**src/rtl/btb_set_assoc.sv**
```systemverilog
// -----------------------------------------------------------------------------
// btb_set_assoc -- parametrised set-associative branch target buffer.
//
// Looked up combinationally from the IF stage and trained from the EX stage
// when a branch or jump resolves. Each entry holds valid, tag, target and a
// 2-bit saturating direction counter. Each set also holds a round-robin victim
// pointer. A taken miss fills the lowest-numbered invalid way. If every way is
// valid, it replaces the way named by the victim pointer and advances it.
//
// Parameters:
//   INDEX_BITS  log2 of the set count
//   WAYS        associativity (1, 2 or 4)
//   PC_WIDTH    PC / target width; tag = pc[PC_WIDTH-1:INDEX_BITS+2]
//
// Ports:
//   clk, rst          clock (rising edge), synchronous active-high reset
//   lookup_valid      fetch lookup qualifier (only feeds the statistics)
//   lookup_pc         fetch PC
//   hit               valid tag match in the indexed set
//   predict_taken     hit and counter MSB of the matching way
//   predicted_target  target of the matching way, 0 on a miss
//   upd_valid/pc/taken/target  resolved control-flow instruction
//   flush             invalidate every entry
//
// Optional build macro BTB_STATS_EN adds stat_hits / stat_misses. These are
// saturating 32-bit counts of qualified lookups. Only rst clears them.
// -----------------------------------------------------------------------------
module btb_set_assoc #(
    parameter int INDEX_BITS = 3,
    parameter int WAYS       = 2,
    parameter int PC_WIDTH   = 32
) (
    input  logic                clk,
    input  logic                rst,
    input  logic                lookup_valid,
    input  logic [PC_WIDTH-1:0] lookup_pc,
    output logic                hit,
    output logic                predict_taken,
    output logic [PC_WIDTH-1:0] predicted_target,
    input  logic                upd_valid,
    input  logic [PC_WIDTH-1:0] upd_pc,
    input  logic                upd_taken,
    input  logic [PC_WIDTH-1:0] upd_target,
    input  logic                flush
`ifdef BTB_STATS_EN
    ,
    output logic [31:0]         stat_hits,
    output logic [31:0]         stat_misses
`endif
);

    localparam int SETS     = 1 << INDEX_BITS;
    localparam int TAG_BITS = PC_WIDTH - 2 - INDEX_BITS;
    // A 1-bit pointer is kept for WAYS=1. It never leaves 0.
    localparam int VP_BITS  = (WAYS > 1) ? $clog2(WAYS) : 1;

    typedef struct packed {
        logic                valid;
        logic [TAG_BITS-1:0] tag;
        logic [PC_WIDTH-1:0] target;
        logic [1:0]          ctr;
    } entry_t;

    entry_t             set_q [SETS][WAYS];
    logic [VP_BITS-1:0] vp_q  [SETS];

    logic [INDEX_BITS-1:0] upd_idx, lk_idx;
    logic [TAG_BITS-1:0]   upd_tag, lk_tag;

    assign upd_idx = upd_pc[INDEX_BITS+1:2];
    assign upd_tag = upd_pc[PC_WIDTH-1:INDEX_BITS+2];
    assign lk_idx  = lookup_pc[INDEX_BITS+1:2];
    assign lk_tag  = lookup_pc[PC_WIDTH-1:INDEX_BITS+2];

    // ---------------------------------------------------------------------
    // Post-update contents of the set addressed by upd_pc. The same values
    // are written at the edge and forwarded to a same-index lookup. This
    // makes the bypass identical to a lookup on the following cycle.
    // ---------------------------------------------------------------------
    entry_t             upd_set_d [WAYS];
    logic [VP_BITS-1:0] upd_vp_d;
    logic               upd_match, inv_found;
    logic [VP_BITS-1:0] match_way, inv_way, alloc_way;

    always_comb begin
        upd_match = 1'b0;
        match_way = '0;
        inv_found = 1'b0;
        inv_way   = '0;
        for (int w = 0; w < WAYS; w++) begin
            upd_set_d[w] = set_q[upd_idx][w];
        end
        upd_vp_d = vp_q[upd_idx];

        for (int w = 0; w < WAYS; w++) begin
            if (!upd_match && upd_set_d[w].valid && upd_set_d[w].tag == upd_tag) begin
                upd_match = 1'b1;
                match_way = VP_BITS'(w);
            end
        end
        // Scan downwards so the lowest invalid way wins.
        for (int w = WAYS - 1; w >= 0; w--) begin
            if (!upd_set_d[w].valid) begin
                inv_found = 1'b1;
                inv_way   = VP_BITS'(w);
            end
        end
        alloc_way = inv_found ? inv_way : vp_q[upd_idx];

        if (upd_match) begin
            if (upd_taken) begin
                if (upd_set_d[match_way].ctr != 2'b11)
                    upd_set_d[match_way].ctr = upd_set_d[match_way].ctr + 2'd1;
                upd_set_d[match_way].target = upd_target;
            end else if (upd_set_d[match_way].ctr != 2'b00) begin
                upd_set_d[match_way].ctr = upd_set_d[match_way].ctr - 2'd1;
            end
        end else if (upd_taken) begin
            upd_set_d[alloc_way] = '{valid: 1'b1, tag: upd_tag, target: upd_target, ctr: 2'b10};
            if (!inv_found && WAYS > 1)
                upd_vp_d = vp_q[upd_idx] + 1'b1;
        end
    end

    // rst and flush both outrank the update and suppress the bypass.
    logic bypass;
    assign bypass = upd_valid && !rst && !flush && (upd_idx == lk_idx);

    // ---------------------------------------------------------------------
    // Lookup
    // ---------------------------------------------------------------------
    entry_t          lk_set   [WAYS];
    logic [WAYS-1:0] lk_match;

    always_comb begin
        for (int w = 0; w < WAYS; w++) begin
            lk_set[w] = bypass ? upd_set_d[w] : set_q[lk_idx][w];
        end
    end

    for (genvar gi = 0; gi < WAYS; gi++) begin : g_match
        assign lk_match[gi] = lk_set[gi].valid && (lk_set[gi].tag == lk_tag);
    end

    // Allocation never creates duplicate tags, so at most one way matches.
    always_comb begin
        hit              = 1'b0;
        predict_taken    = 1'b0;
        predicted_target = '0;
        for (int w = 0; w < WAYS; w++) begin
            if (lk_match[w]) begin
                hit              = 1'b1;
                predict_taken    = lk_set[w].ctr[1];
                predicted_target = lk_set[w].target;
            end
        end
    end

    // ---------------------------------------------------------------------
    // Storage. Only valid bits and victim pointers are reset. A cleared
    // valid bit masks tag/target/ctr on every read path.
    // ---------------------------------------------------------------------
    always_ff @(posedge clk) begin
        if (rst || flush) begin
            for (int s = 0; s < SETS; s++) begin
                for (int w = 0; w < WAYS; w++) begin
                    set_q[s][w].valid <= 1'b0;
                end
                vp_q[s] <= '0;
            end
        end else if (upd_valid) begin
            for (int w = 0; w < WAYS; w++) begin
                set_q[upd_idx][w] <= upd_set_d[w];
            end
            vp_q[upd_idx] <= upd_vp_d;
        end
    end

`ifdef BTB_STATS_EN
    logic [31:0] stat_hits_q, stat_misses_q;

    always_ff @(posedge clk) begin
        if (rst) begin
            stat_hits_q   <= '0;
            stat_misses_q <= '0;
        end else if (lookup_valid) begin
            if (hit && stat_hits_q != 32'hFFFF_FFFF)
                stat_hits_q <= stat_hits_q + 32'd1;
            else if (!hit && stat_misses_q != 32'hFFFF_FFFF)
                stat_misses_q <= stat_misses_q + 32'd1;
        end
    end

    assign stat_hits   = stat_hits_q;
    assign stat_misses = stat_misses_q;
`else
    logic unused_lookup_valid;
    assign unused_lookup_valid = lookup_valid;
`endif

    // Byte-offset bits play no part in indexing or tagging.
    logic unused_pc_bits;
    assign unused_pc_bits = ^{lookup_pc[1:0], upd_pc[1:0]};

endmodule

```
**config.mk**
```make
export PLATFORM = sky130hd
export DESIGN_NAME = btb_set_assoc
export DESIGN_NICKNAME = d
export VERILOG_FILES = /design/src/rtl/btb_set_assoc.sv
export SDC_FILE = /design/constraint.sdc
export NUM_CORES = 2
export LEC_CHECK = 0
export CELL_PAD_IN_SITES_DETAIL_PLACEMENT = 2
export CELL_PAD_IN_SITES_GLOBAL_PLACEMENT = 2
export CORE_MARGIN = 4
export CORE_UTILIZATION = 46
export DETAILED_ROUTE_END_ITERATION = 10
export GPL_TIMING_DRIVEN = 0
export PLACE_DENSITY = 0.88
export RECOVER_POWER = 50
export SYNTH_ARGS = -nofsm -noshare
export SYNTH_HDL_FRONTEND = slang
export SYNTH_SLANG_ARGS = --single-unit
export TNS_END_PERCENT = 20
```
**constraint.sdc**
```tcl
create_clock -name clk -period 8.3 [get_ports clk]
set_input_delay 1.245 -clock clk [delete_from_list [all_inputs] [get_ports clk]]
set_output_delay 1.245 -clock clk [all_outputs]
set_load 0.02 [all_outputs]
```
==> qor.csv <==
stage,metric,value,unit
run_status,status,"finished, violations left",
run_status,failed_checks,"max-capacitance violations, max-slew violations, negative setup slack",
cells_and_area,stdcell_count,5003,
die,core_area,107000,um2
place,dp_hpwl,150,mm
sta,fin_setup_tns,-2360,ps
global_route,grt_pass1_vias,40800,
sta,setup_slack,-417,ps
sta,clock_skew,40.2,ps
cells_and_area,drive_above_1_share,0.284,
place,place_inst,4781,
die,die_w,337,um
sta,slew_violations,107,
worst_setup_path,path_class,in2out,
power,power_density,207,nW/um2
worst_setup_path,worstPathRequired,7050,ps
clock_network,numCtsBuffers,108,
routing,drt_wl_total,238,mm
yosys,synth.avg_cell_area,15.4,um2
worst_setup_path,slowest_stage,buf_1,
routing,wire_per_inst,47.6,um
power,ir_drop,0.192,mV
place,port_buffers,125,
sta,slew-limit-headroom,-1.80,
clock_network,clkSinkCount,1000,
worst_setup_path,slowest_delay,860,ps
yosys,ys_seq_area_frac,0.603,
worst_setup_path,cp-start-kind,primary input,
power,p_leak,18.9,nW
clock_network,clock_latency,730,ps
sta,worstMarginPinSlew,4180,ps
worst_setup_path,worstPathArrival,7470,ps
cells_and_area,multi_input_area,19800,um2
yosys,syn_area,49800,um2
min_path,hold_class,reg2reg,
die,die-area,114000,um2
global_route,antenna_found_initial,14,
global_route,grt_pass1_wl,327,mm
yosys,synthTopCellsByArea,"edfxtp_1 (60%), mux4_2 (14%), mux2i_1 (3.5%)",
sta,setup_viol,21,
cells_and_area,utilization,0.545,
routing,via_per_inst,7.82,
yosys,netlist_instances,3236,
job,cap_violations,3,
sta,hold_ws,972,ps
cells_and_area,regArea,30000,um2
yosys,synth_enable_flop_cells,1000,
yosys,synth_top_area_frac,0.603,
yosys,synth_nets,3340,
sta,period_share,1.05,
global_route,grt_start_max_net_pins,83,
clock_network,ctsRootBufferMaster,clkbuf_16,
clock_network,cts_hold_buf,0,
cells_and_area,filler_cell_count,9389,
worst_setup_path,ff2ff_setup_slack,2590,ps
yosys,yosysTopAreaCell,edfxtp_1,
sta,post-route-min-period,8720,ps
place,post-place-ws,-4140,ps
routing,via_count,39100,
sta,fmax,115,MHz
sta,finalHoldViolCount,0,
yosys,async_flop_share,0,
yosys,synth_cell_types,82,
yosys,yosysWarnings,0,
die,initial_core_util,0.464,
routing,drtPass1Iterations,6,
routing,drc,0,
place,finalWeightedCongestion,0.997,
die,io_pins,136,
worst_setup_path,timing.critical_path.cells,clkbuf_4 -> buf_8 -> buf_6 -> clkinv_2 -> buf_1 -> nor2_2 -> clkbuf_2 -> clkbuf_2 -> a22oi_1 -> nand4_1 -> nand2b_1 -> o21a_1 -> ha_1 -> nor2b_1 -> nand3_1 -> nand3_1 -> a22oi_1 -> mux2i_4 -> a21oi_1 -> mux2i_2 -> dlygate4sd2_1,
clock_network,cts_tree,built,
die,rows,120,
clock_network,cts_max_level,3,
clock_network,clockBufferDepth,3,
global_route,grt_use_total,0.411,
yosys,synth_ff_type,edfxtp_1,
routing,drtIter0Drc,7291,
cells_and_area,area_growth,17.4,%
worst_setup_path,crit_path_max_fanout,10,
worst_setup_path,critPathCaptureType,primary output,
yosys,yosys_register_bits,1000,
clock_network,clkTransAtPathRegs,60,ps
global_route,overflow,0,
die,die_h,337,um
sta,rsz0062_at_grt,yes,
cells_and_area,num-nets-final,3613,
routing,ant_nets,0,
layout by cell type (no fill, tap or decap), types with 26 or more instances in the layout:
| master | Yosys | layout |
|---|---|---|
| clkbuf_2 | 0 | 68 |
| nand2_1 | 196 | 190 |
| clkbuf_16 | 0 | 110 |
| clkbuf_1 | 141 | 79 |
| a211oi_1 | 49 | 49 |
| nor2_1 | 149 | 144 |
| edfxtp_1 | 1000 | 1000 |
| nor4_1 | 41 | 33 |
| a21oi_1 | 49 | 45 |
| clkinv_1 | 1 | 37 |
| o21ai_2 | 0 | 33 |
| clkdlybuf4s50_1 | 0 | 90 |
| buf_2 | 44 | 27 |
| nor2b_1 | 40 | 39 |
| o22ai_1 | 111 | 97 |
| mux4_2 | 313 | 313 |
| o21ai_0 | 140 | 74 |
| a221oi_1 | 34 | 32 |
| xor2_1 | 26 | 26 |
| nand4_1 | 26 | 26 |
| buf_4 | 9 | 45 |
| inv_1 | 37 | 29 |
| mux2i_1 | 175 | 157 |
| a22oi_1 | 90 | 90 |
| mux2_2 | 142 | 143 |
| o21ai_1 | 4 | 37 |
registers in the layout (all words and copies together), names as in the netlist:
signal and cells:
set_q 992, vp_q 8
power breakdown:
group	switching, W	total, W	internal (W)	leakage, nW
sequential	0.0000289	0.00576	0.00573	9.07
combinational	0.00112	0.00162	0.000506	8.25
clock	0.00217	0.00472	0.00254	1.59
total	0.00332	0.0121	0.00877	18.9
worst paths after layout:
path	endpoint	cells past startpoint	start
max	predict_taken	21	upd_pc[4]
min	set_q[7][70]$_DFFE_PP_	3	set_q[7][70]$_DFFE_PP_
max reg2reg	set_q[7][62]$_DFFE_PP_	16	set_q[4][51]$_DFFE_PP_
min reg2reg	set_q[7][70]$_DFFE_PP_	3	set_q[7][70]$_DFFE_PP_
cells by family (layout without fill, tap and decap cells):
family,Yosys count,in the layout,synth area share
xor+xnor,55,55,0.00967
other cells,0,10,0
compound gates,655,655,0.0901
flops,1000,1000,0.603
mux,649,649,0.213
fa+ha+maj,2,2,0.000502
buf+inv,288,642,0.0254
simple gates,587,587,0.0581
through the flow:
stage | instance area, um2 | power (W)
floorplan | 49800 | 0.00661
global placement | 52800 | 0.00715
detailed placement | 53200 | 0.00724
CTS | 57800 | 0.0119
global route | 58500 | 0.0123
finish | 58500 | 0.0121
final cells by class:
class                   count  area share
clock buffers             127      0.0478
well taps                1403      0.0300
clock inverters            64     0.00757
flip-flops and latches   1000       0.514
multi-input cells        1948       0.339
plain buffers             245      0.0293
repair buffers            168      0.0295
diodes                     10    0.000428
inverters                  38     0.00327
metal layers:
metal | global-route usage | vias up | share of wire
met5 | 0 | - | 0.00024
met4 | 0.326 | 4 | 0.10
met3 | 0.106 | 1235 | 0.11
met2 | 0.645 | 3913 | 0.45
met1 | 0.481 | 20000 | 0.33
li1 | - | 14000 | -
Yosys cell counts, types with 18 or more instances:
| master | count |
|---|---|
| a2111oi_0 | 32 |
| a211oi_1 | 49 |
| a21oi_1 | 49 |
| a221oi_1 | 34 |
| a22o_1 | 19 |
| a22oi_1 | 90 |
| a31oi_1 | 21 |
| and3_1 | 26 |
| buf_1 | 43 |
| buf_2 | 44 |
| clkbuf_1 | 141 |
| edfxtp_1 | 1000 |
| inv_1 | 37 |
| mux2_1 | 18 |
| mux2_2 | 142 |
| mux2i_1 | 175 |
| mux4_2 | 313 |
| nand2_1 | 196 |
| nand3_1 | 20 |
| nand4_1 | 26 |
| nor2_1 | 149 |
| nor2b_1 | 40 |
| nor4_1 | 41 |
| o21ai_0 | 140 |
| o221ai_1 | 22 |
| o22ai_1 | 111 |
| o31ai_1 | 22 |
| xnor2_1 | 29 |
| xor2_1 | 26 |
critical path: cells and delay by family:
family	cells	cell delay [ps]
mux	2	810
fa+ha+maj	1	350
compound gates	4	760
simple gates	6	1390
buf+inv	8	2860
what timing repair did:
action	in CTS	in global routing
buffers inserted	15	11
setup endpoints to repair	42	34
pin swaps	16	21
resized for setup	458	212
No activity file was read; power rests on OpenSTA's default activity.
